==> src/rtl/regfile_multiport.sv <==
// regfile_multiport: parametrised multi-port register file.
// Reads are registered with one-cycle latency and may forward same-cycle writes.
// Saturating activity counters feed the power model.
module regfile_multiport #(
  parameter int DATA_WIDTH   = 64,
  parameter int NUM_REGS     = 32,
  parameter int ADDR_WIDTH   = 5,
  parameter int NUM_RD_PORTS = 2,
  parameter int NUM_WR_PORTS = 1,
  parameter int BYPASS_EN    = 1,
  parameter int CNT_WIDTH    = 32
) (
  input  logic                                 clk,
  input  logic                                 rst_n,
  input  logic [NUM_RD_PORTS-1:0]              rd_en,
  input  logic [NUM_RD_PORTS*ADDR_WIDTH-1:0]   rd_addr,
  output logic [NUM_RD_PORTS*DATA_WIDTH-1:0]   rd_data,
  input  logic [NUM_WR_PORTS-1:0]              wr_en,
  input  logic [NUM_WR_PORTS*ADDR_WIDTH-1:0]   wr_addr,
  input  logic [NUM_WR_PORTS*DATA_WIDTH-1:0]   wr_data,
  input  logic                                 cnt_clr,
  output logic [CNT_WIDTH-1:0]                 rd_access_cnt,
  output logic [CNT_WIDTH-1:0]                 wr_access_cnt,
  output logic [CNT_WIDTH-1:0]                 wr_toggle_cnt
);

  // Wide enough to hold a counter plus the largest per-cycle increment without overflow.
  localparam int SUM_W = CNT_WIDTH + $clog2(NUM_WR_PORTS*DATA_WIDTH + NUM_RD_PORTS + 1) + 1;

  logic [DATA_WIDTH-1:0]           mem_r [NUM_REGS];
  logic [NUM_RD_PORTS*DATA_WIDTH-1:0] rd_data_r;
  logic [CNT_WIDTH-1:0]            rd_cnt_r;
  logic [CNT_WIDTH-1:0]            wr_cnt_r;
  logic [CNT_WIDTH-1:0]            tog_cnt_r;

  logic [NUM_WR_PORTS-1:0]         commit_s;
  logic [DATA_WIDTH-1:0]           rd_next_s [NUM_RD_PORTS];
  logic [SUM_W-1:0]                rd_inc_s;
  logic [SUM_W-1:0]                wr_inc_s;
  logic [SUM_W-1:0]                tog_inc_s;

  // Register 0 and anything past the last register are not backed by storage.
  function automatic logic addr_ok(input logic [ADDR_WIDTH-1:0] a);
    return (a != {ADDR_WIDTH{1'b0}}) && (32'(a) < NUM_REGS);
  endfunction

  function automatic logic [SUM_W-1:0] popcnt(input logic [DATA_WIDTH-1:0] v);
    logic [SUM_W-1:0] c;
    c = {SUM_W{1'b0}};
    for (int i = 0; i < DATA_WIDTH; i++) begin
      c = c + {{(SUM_W-1){1'b0}}, v[i]};
    end
    return c;
  endfunction

  function automatic logic [CNT_WIDTH-1:0] sat_add(input logic [CNT_WIDTH-1:0] cnt,
                                                   input logic [SUM_W-1:0] inc);
    logic [SUM_W-1:0] s;
    s = {{(SUM_W-CNT_WIDTH){1'b0}}, cnt} + inc;
    if (|s[SUM_W-1:CNT_WIDTH]) begin
      return {CNT_WIDTH{1'b1}};
    end else begin
      return s[CNT_WIDTH-1:0];
    end
  endfunction

  // Decide which write ports commit: valid address, and not beaten by a higher port on the same address.
  always_comb begin
    for (int w = 0; w < NUM_WR_PORTS; w++) begin
      commit_s[w] = wr_en[w] & addr_ok(wr_addr[w*ADDR_WIDTH +: ADDR_WIDTH]);
      for (int v = w + 1; v < NUM_WR_PORTS; v++) begin
        commit_s[w] = commit_s[w] &
                      ~(wr_en[v] & (wr_addr[v*ADDR_WIDTH +: ADDR_WIDTH] ==
                                    wr_addr[w*ADDR_WIDTH +: ADDR_WIDTH]));
      end
    end
  end

  // Next read value per lane: storage, optionally overridden by a committing write (highest port last).
  always_comb begin
    for (int p = 0; p < NUM_RD_PORTS; p++) begin
      rd_next_s[p] = {DATA_WIDTH{1'b0}};
      if (addr_ok(rd_addr[p*ADDR_WIDTH +: ADDR_WIDTH])) begin
        rd_next_s[p] = mem_r[rd_addr[p*ADDR_WIDTH +: ADDR_WIDTH]];
        for (int w = 0; w < NUM_WR_PORTS; w++) begin
          rd_next_s[p] = ((BYPASS_EN != 0) && commit_s[w] &&
                          (wr_addr[w*ADDR_WIDTH +: ADDR_WIDTH] == rd_addr[p*ADDR_WIDTH +: ADDR_WIDTH]))
                         ? wr_data[w*DATA_WIDTH +: DATA_WIDTH] : rd_next_s[p];
        end
      end else begin
        rd_next_s[p] = {DATA_WIDTH{1'b0}};
      end
    end
  end

  // Per-cycle activity increments: accepted reads, committed writes and flipped storage bits.
  always_comb begin
    rd_inc_s  = {SUM_W{1'b0}};
    wr_inc_s  = {SUM_W{1'b0}};
    tog_inc_s = {SUM_W{1'b0}};
    for (int p = 0; p < NUM_RD_PORTS; p++) begin
      rd_inc_s = rd_inc_s + {{(SUM_W-1){1'b0}}, rd_en[p]};
    end
    for (int w = 0; w < NUM_WR_PORTS; w++) begin
      wr_inc_s  = wr_inc_s + {{(SUM_W-1){1'b0}}, commit_s[w]};
      tog_inc_s = tog_inc_s + (commit_s[w]
                  ? popcnt(mem_r[wr_addr[w*ADDR_WIDTH +: ADDR_WIDTH]] ^ wr_data[w*DATA_WIDTH +: DATA_WIDTH])
                  : {SUM_W{1'b0}});
    end
  end

  // Register storage; only resolved winners write, so no two ports hit the same entry.
  always_ff @(posedge clk or negedge rst_n) begin
    if (!rst_n) begin
      for (int r = 0; r < NUM_REGS; r++) begin
        mem_r[r] <= {DATA_WIDTH{1'b0}};
      end
    end else begin
      for (int w = 0; w < NUM_WR_PORTS; w++) begin
        if (commit_s[w]) begin
          mem_r[wr_addr[w*ADDR_WIDTH +: ADDR_WIDTH]] <= wr_data[w*DATA_WIDTH +: DATA_WIDTH];
        end
      end
    end
  end

  // Registered read lanes; a disabled lane keeps its value to avoid toggling.
  always_ff @(posedge clk or negedge rst_n) begin
    if (!rst_n) begin
      rd_data_r <= {(NUM_RD_PORTS*DATA_WIDTH){1'b0}};
    end else begin
      for (int p = 0; p < NUM_RD_PORTS; p++) begin
        if (rd_en[p]) begin
          rd_data_r[p*DATA_WIDTH +: DATA_WIDTH] <= rd_next_s[p];
        end
      end
    end
  end

  // Saturating activity counters; clear has priority over any increment.
  always_ff @(posedge clk or negedge rst_n) begin
    if (!rst_n) begin
      rd_cnt_r  <= {CNT_WIDTH{1'b0}};
      wr_cnt_r  <= {CNT_WIDTH{1'b0}};
      tog_cnt_r <= {CNT_WIDTH{1'b0}};
    end else if (cnt_clr) begin
      rd_cnt_r  <= {CNT_WIDTH{1'b0}};
      wr_cnt_r  <= {CNT_WIDTH{1'b0}};
      tog_cnt_r <= {CNT_WIDTH{1'b0}};
    end else begin
      rd_cnt_r  <= sat_add(rd_cnt_r, rd_inc_s);
      wr_cnt_r  <= sat_add(wr_cnt_r, wr_inc_s);
      tog_cnt_r <= sat_add(tog_cnt_r, tog_inc_s);
    end
  end

  assign rd_data       = rd_data_r;
  assign rd_access_cnt = rd_cnt_r;
  assign wr_access_cnt = wr_cnt_r;
  assign wr_toggle_cnt = tog_cnt_r;

endmodule

==> config.mk <==
export PLATFORM = sky130hd
export DESIGN_NAME = regfile_multiport
export DESIGN_NICKNAME = d
export VERILOG_FILES = /design/src/rtl/regfile_multiport.sv
export SDC_FILE = /design/constraint.sdc
export NUM_CORES = 2
export LEC_CHECK = 0
export ABC_AREA = 0
export BUFFER_PORTS_ARGS = -buffer_cell sky130_fd_sc_hd__buf_4
export CORE_MARGIN = 3
export CORE_UTILIZATION = 30
export DETAILED_ROUTE_END_ITERATION = 8
export PLACE_DENSITY = 0.42
export SLEW_MARGIN = 20
export SYNTH_ARGS = -nofsm -noshare
export SYNTH_HDL_FRONTEND = slang
export SYNTH_SLANG_ARGS = --single-unit
==> constraint.sdc <==
create_clock -name clk -period 8.15 [get_ports clk]
set_input_delay 0.4075 -clock clk [delete_from_list [all_inputs] [get_ports clk]]
set_output_delay 0.4075 -clock clk [all_outputs]
set_load 0.05 [all_outputs]
==> impl_summary.log <==
INFO  metric crit_type = flop to flop
INFO  metric firstDrtPassIters = 6
INFO  metric dp_cells = between 15000 and 20000
INFO  metric cts_buffers = slightly below 300
INFO  metric worst_slew_margin_rel = 0.176
INFO  metric cts_htree_levels = 5
INFO  metric hold_class = input pin to flop
INFO  metric clock_tree.buffer_depth = 4
INFO  metric largest_net_degree_at_the_start_of_global_routing = about 160
INFO  metric worstPathRequired = between 8000 and 9000 ps
INFO  metric clock_power_share = 0.224
INFO  metric power_switching = ~0.023 W
INFO  metric chipHeight = roughly 670 microns
INFO  metric ys_warn_count = 0
INFO  metric critical_path_cell_with_the_highest_stage_delay = sky130_fd_sc_hd__fa_2
INFO  metric drt-wirelength-per-cell = approximately 37 microns
INFO  metric finalSetupViolCount = 32
INFO  metric total_non_filler_cell_area_in_the_finished_layout = between 150000 and 200000 sq um
INFO  metric root_buffer = sky130_fd_sc_hd__clkbuf_16
INFO  metric yosys.cell_types.count = 69
INFO  metric timing.max_cap.violations = 0
INFO  metric grt_pass1_vias = around 100k
INFO  metric layout-area-overhead-vs-synth = 22.3%
INFO  metric grt-ovfl-total = 0
INFO  metric number_of_cells_on_the_worst_hold_path = 2
INFO  metric final_net_count = 10409
INFO  metric placement.io_buffers = between 300 and 400
INFO  metric worstSetupEndpointType = flop
INFO  metric power.density_cell_area = 368 nW/um^2
INFO  metric io_pins = about 300
INFO  metric tritoncts = yes
INFO  metric finalCriticalPeriod = just under 9000 ps
INFO  metric worst_reg2reg_path_depth = 29
INFO  metric finalHoldViolCount = 0
INFO  metric postRouteWirelength = approximately 600000 microns
INFO  metric starting_density_of_the_core = 0.302
INFO  metric timing.final.crit_share = 1.08
INFO  metric die_area = 455000 sq um
INFO  metric core_area = about 440000 sq um
INFO  metric insertion_delay = around 960 ps
INFO  metric violations = negative setup slack
INFO  metric main_combinational_cell_family_by_area_after_synthesis = multiplexers
INFO  metric pwr-share-seq = 0.253
INFO  metric post_synth_xor_area_fraction = 0.00856
INFO  metric power.static_leakage = ~69 nW
INFO  metric grt_util_all_layers = 0.266
INFO  metric fin_skew = between 60 and 70 ps
INFO  metric maxSlewViolCount = 0
INFO  metric grt_pass1_wl = between 800000 and 900000 microns
INFO  metric syn_area_per_cell = around 15 sq um
INFO  metric synth_compound_gate_area_share = 0.0603
INFO  metric detailedPlacementHpwl = between 300000 and 400000 microns
INFO  metric crit_path_frequent_cell = sky130_fd_sc_hd__fa_2
INFO  metric ys_dominant_reg_cell = sky130_fd_sc_hd__dfrtp_1
INFO  metric adder_cell_area_share_of_the_yosys_netlist = 0.0107
INFO  metric place_ws = -1670 ps
INFO  metric synth-async-reset-ratio = 1.00
INFO  metric status = finished with violations
INFO  metric synth_area = about 130000 sq um
INFO  metric power.internal = between 0.03 and 0.04 W
INFO  metric sw_share = 0.381
INFO  metric setup.worst_path.start_class = flop
INFO  metric worstReg2RegEnd = wr_toggle_cnt[31]
INFO  metric worst-slew-pin-transition = 1240 ps
INFO  metric post_drt_via_cell_ratio = roughly 6.0
INFO  metric core_rows = 244
INFO  metric timing.final.ws_setup = -680 ps
INFO  metric ant_nets = 0
INFO  metric antenna_found_initial = 41
INFO  metric post_synth_edffs = 0
INFO  metric worst-path-max-fanout = 6
INFO  metric clk_pin_slew_worst_paths = about 60 ps
INFO  metric placed_area = between 150000 and 200000 sq um
INFO  metric synth.yosys.seq_area_share = 0.424
INFO  metric die_x = ~670 microns
INFO  metric cp_slowest_stage_delay = 630 ps
INFO  metric r2r-start = mem_r[569]
INFO  metric post_synth_and_or_nand_nor_area_fraction = 0.0331
INFO  metric synth_fp_nets = 9234
INFO  metric drc = 0
INFO  metric unrepaired_setup_endpoints_after_global_routing = yes
INFO  metric post_synth_inst_count = a little over 9000
INFO  metric worst-endpoint-arrival = roughly 9600 ps
INFO  metric fmax = approximately 110 MHz
INFO  metric regToRegSetupSlack = -680 ps
INFO  metric max-vdd-ir-drop = approximately 2.9 mV
INFO  metric finalWeightedCongestion = roughly 0.82
INFO  metric vias = just under 100k
INFO  metric hold_path_end = rd_access_cnt[28]
INFO  metric muxShareOfSynthArea = 0.426
INFO  metric fraction_of_final_layout_cells_with_drive_strength_greater_than_1 = 0.563
INFO  metric hp-start = cnt_clr
INFO  metric tritoncts_num_sinks = approximately 2300
INFO  metric power_frac_comb = 0.523
INFO  metric initialDrtViolationCount = roughly 9800
INFO  metric ys_seq_elements = between 2000 and 2500
INFO  metric hold_ws = between 20 and 30 ps
INFO  metric stdcell_count = approximately 16000
-- synthesized netlist by cell type, types with 57 or more instances --
cell type                  instances  share of area
sky130_fd_sc_hd__nor2b_1         198         0.0092
sky130_fd_sc_hd__o21ai_0         262         0.0098
sky130_fd_sc_hd__a21oi_1         206         0.0077
sky130_fd_sc_hd__nand2_1         290         0.0081
sky130_fd_sc_hd__xnor2_1          96         0.0063
sky130_fd_sc_hd__dfrtp_1        2272           0.42
sky130_fd_sc_hd__buf_2           268          0.010
sky130_fd_sc_hd__nand4_1          90         0.0042
sky130_fd_sc_hd__mux4_2         1658           0.28
sky130_fd_sc_hd__a22oi_1         507          0.028
sky130_fd_sc_hd__a2111o_1         62         0.0052
sky130_fd_sc_hd__nor2_1           61         0.0017
sky130_fd_sc_hd__mux2_2         1739           0.15
sky130_fd_sc_hd__clkbuf_1        654          0.018
sky130_fd_sc_hd__a22o_1           64         0.0042
sky130_fd_sc_hd__buf_1            57         0.0016
sky130_fd_sc_hd__or3_1            72         0.0034
sky130_fd_sc_hd__inv_1           103         0.0029
-- registers in the layout (all words and copies together), names as in the netlist --
signal	flops
wr_toggle_cnt	32
wr_access_cnt	32
rd_data	128
mem_r	2048
rd_access_cnt	32
-- through the flow --
step / power (W) / setup TNS, ps / util
finish: 0.0603 / -19080 / 0.370
global route: 0.0628 / -24380 / 0.370
CTS: 0.0604 / -16230 / 0.369
detailed placement: 0.0433 / -51000 / 0.345
global placement: 0.0429 / -51660 / 0.345
floorplan: 0.0342 / -5250 / -
-- power groups by stage --
stage               Clock, W  Combinational, W  Sequential, W
floorplan                  0            0.0187         0.0154
global placement           0            0.0276         0.0153
detailed placement         0            0.0279         0.0154
CTS                   0.0138            0.0314         0.0152
global route          0.0142            0.0331         0.0155
finish                0.0135            0.0315         0.0152
-- worst max-delay path, delay by kind of cell, from the launching register on --
kind / cells / cell delay, ps
multiplexers: 2 / 740
AO/OA/AOI/OAI: 9 / 1740
AND/OR/NAND/NOR: 2 / 530
buffers and inverters: 5 / 320
adder cells (fa/ha/maj): 10 / 4710
flip-flops: 1 / 390
XOR/XNOR: 1 / 210
-- cell families after synthesis --
| group | count (synthesis) |
|---|---|
| mux | 3409 |
| fa+ha+maj | 81 |
| xor+xnor | 131 |
| flops | 2272 |
| buf+inv | 1143 |
| compound gates | 1184 |
| simple gates | 848 |
-- what timing repair did --
| action | CTS | global route |
|---|---|---|
| resized for setup | 65 | 44 |
| setup buffers | 17 | 8 |
| endpoints found under the hold margin | 981 | 0 |
| pin swaps | 36 | 52 |
| cloned | 2 | 0 |
| endpoints found under the setup margin | 32 | 32 |
| hold buffers | 47 | 0 |
-- layout make-up --
cell class              count  area, sq um
repair buffers           1912        16300
fillers                 42013       279000
clock buffers             440         8880
multi-input cells        5655        73100
diodes                     13         32.5
clock inverters            83          908
flip-flops and latches   2272        56900
well taps                5904         7390
inverters                 105          412
-- cells in the final DEF, fill, tap and decap left out, types with 12 or more instances in the layout --
| cell type | n |
|---|---|
| sky130_fd_sc_hd__a2111o_1 | 62 |
| sky130_fd_sc_hd__a21oi_1 | 190 |
| sky130_fd_sc_hd__a21oi_2 | 16 |
| sky130_fd_sc_hd__a22o_1 | 64 |
| sky130_fd_sc_hd__a22oi_1 | 490 |
| sky130_fd_sc_hd__a22oi_2 | 17 |
| sky130_fd_sc_hd__a31oi_1 | 16 |
| sky130_fd_sc_hd__and3_1 | 13 |
| sky130_fd_sc_hd__buf_12 | 132 |
| sky130_fd_sc_hd__buf_4 | 1702 |
| sky130_fd_sc_hd__buf_6 | 20 |
| sky130_fd_sc_hd__bufinv_16 | 12 |
| sky130_fd_sc_hd__clkbuf_1 | 60 |
| sky130_fd_sc_hd__clkbuf_16 | 304 |
| sky130_fd_sc_hd__clkbuf_8 | 77 |
| sky130_fd_sc_hd__clkinv_2 | 49 |
| sky130_fd_sc_hd__dfrtp_1 | 2271 |
| sky130_fd_sc_hd__diode_2 | 13 |
| sky130_fd_sc_hd__dlygate4sd3_1 | 47 |
| sky130_fd_sc_hd__fa_1 | 44 |
| sky130_fd_sc_hd__fa_2 | 12 |
| sky130_fd_sc_hd__ha_1 | 21 |
| sky130_fd_sc_hd__inv_1 | 92 |
| sky130_fd_sc_hd__mux2_2 | 1739 |
| sky130_fd_sc_hd__mux2i_1 | 12 |
| sky130_fd_sc_hd__mux4_2 | 1658 |
| sky130_fd_sc_hd__nand2_1 | 281 |
| sky130_fd_sc_hd__nand3_1 | 33 |
| sky130_fd_sc_hd__nand4_1 | 90 |
| sky130_fd_sc_hd__nor2_1 | 28 |
| sky130_fd_sc_hd__nor2_4 | 32 |
| sky130_fd_sc_hd__nor2b_1 | 194 |
| sky130_fd_sc_hd__nor3_1 | 22 |
| sky130_fd_sc_hd__o21ai_0 | 260 |
| sky130_fd_sc_hd__or3_1 | 72 |
| sky130_fd_sc_hd__xnor2_1 | 83 |
| sky130_fd_sc_hd__xnor2_2 | 13 |
| sky130_fd_sc_hd__xor2_1 | 35 |
-- routing by layer --
layer	up-vias	wire length [microns]	GRT usage
met5	-	70	0
met4	10	23300	0.0911
met3	1053	43100	0.0479
met2	4325	282000	0.419
met1	54176	263000	0.368
li1	38337	-	-
-- worst max-delay path by stage --
stage                      startpoint                end  slack, ps  cells past startpoint
after floorplan            wr_addr[0]  wr_toggle_cnt[30]       -260                     34
after global placement     wr_addr[0]   wr_toggle_cnt[7]      -1710                     32
after detailed placement   wr_addr[0]  wr_toggle_cnt[30]      -1670                     33
after CTS                 mem_r[1987]   wr_toggle_cnt[7]       -560                     31
after global routing        mem_r[47]  wr_toggle_cnt[31]       -870                     29
final                      mem_r[569]  wr_toggle_cnt[31]       -680                     29
(Power assumes the default switching activity.)
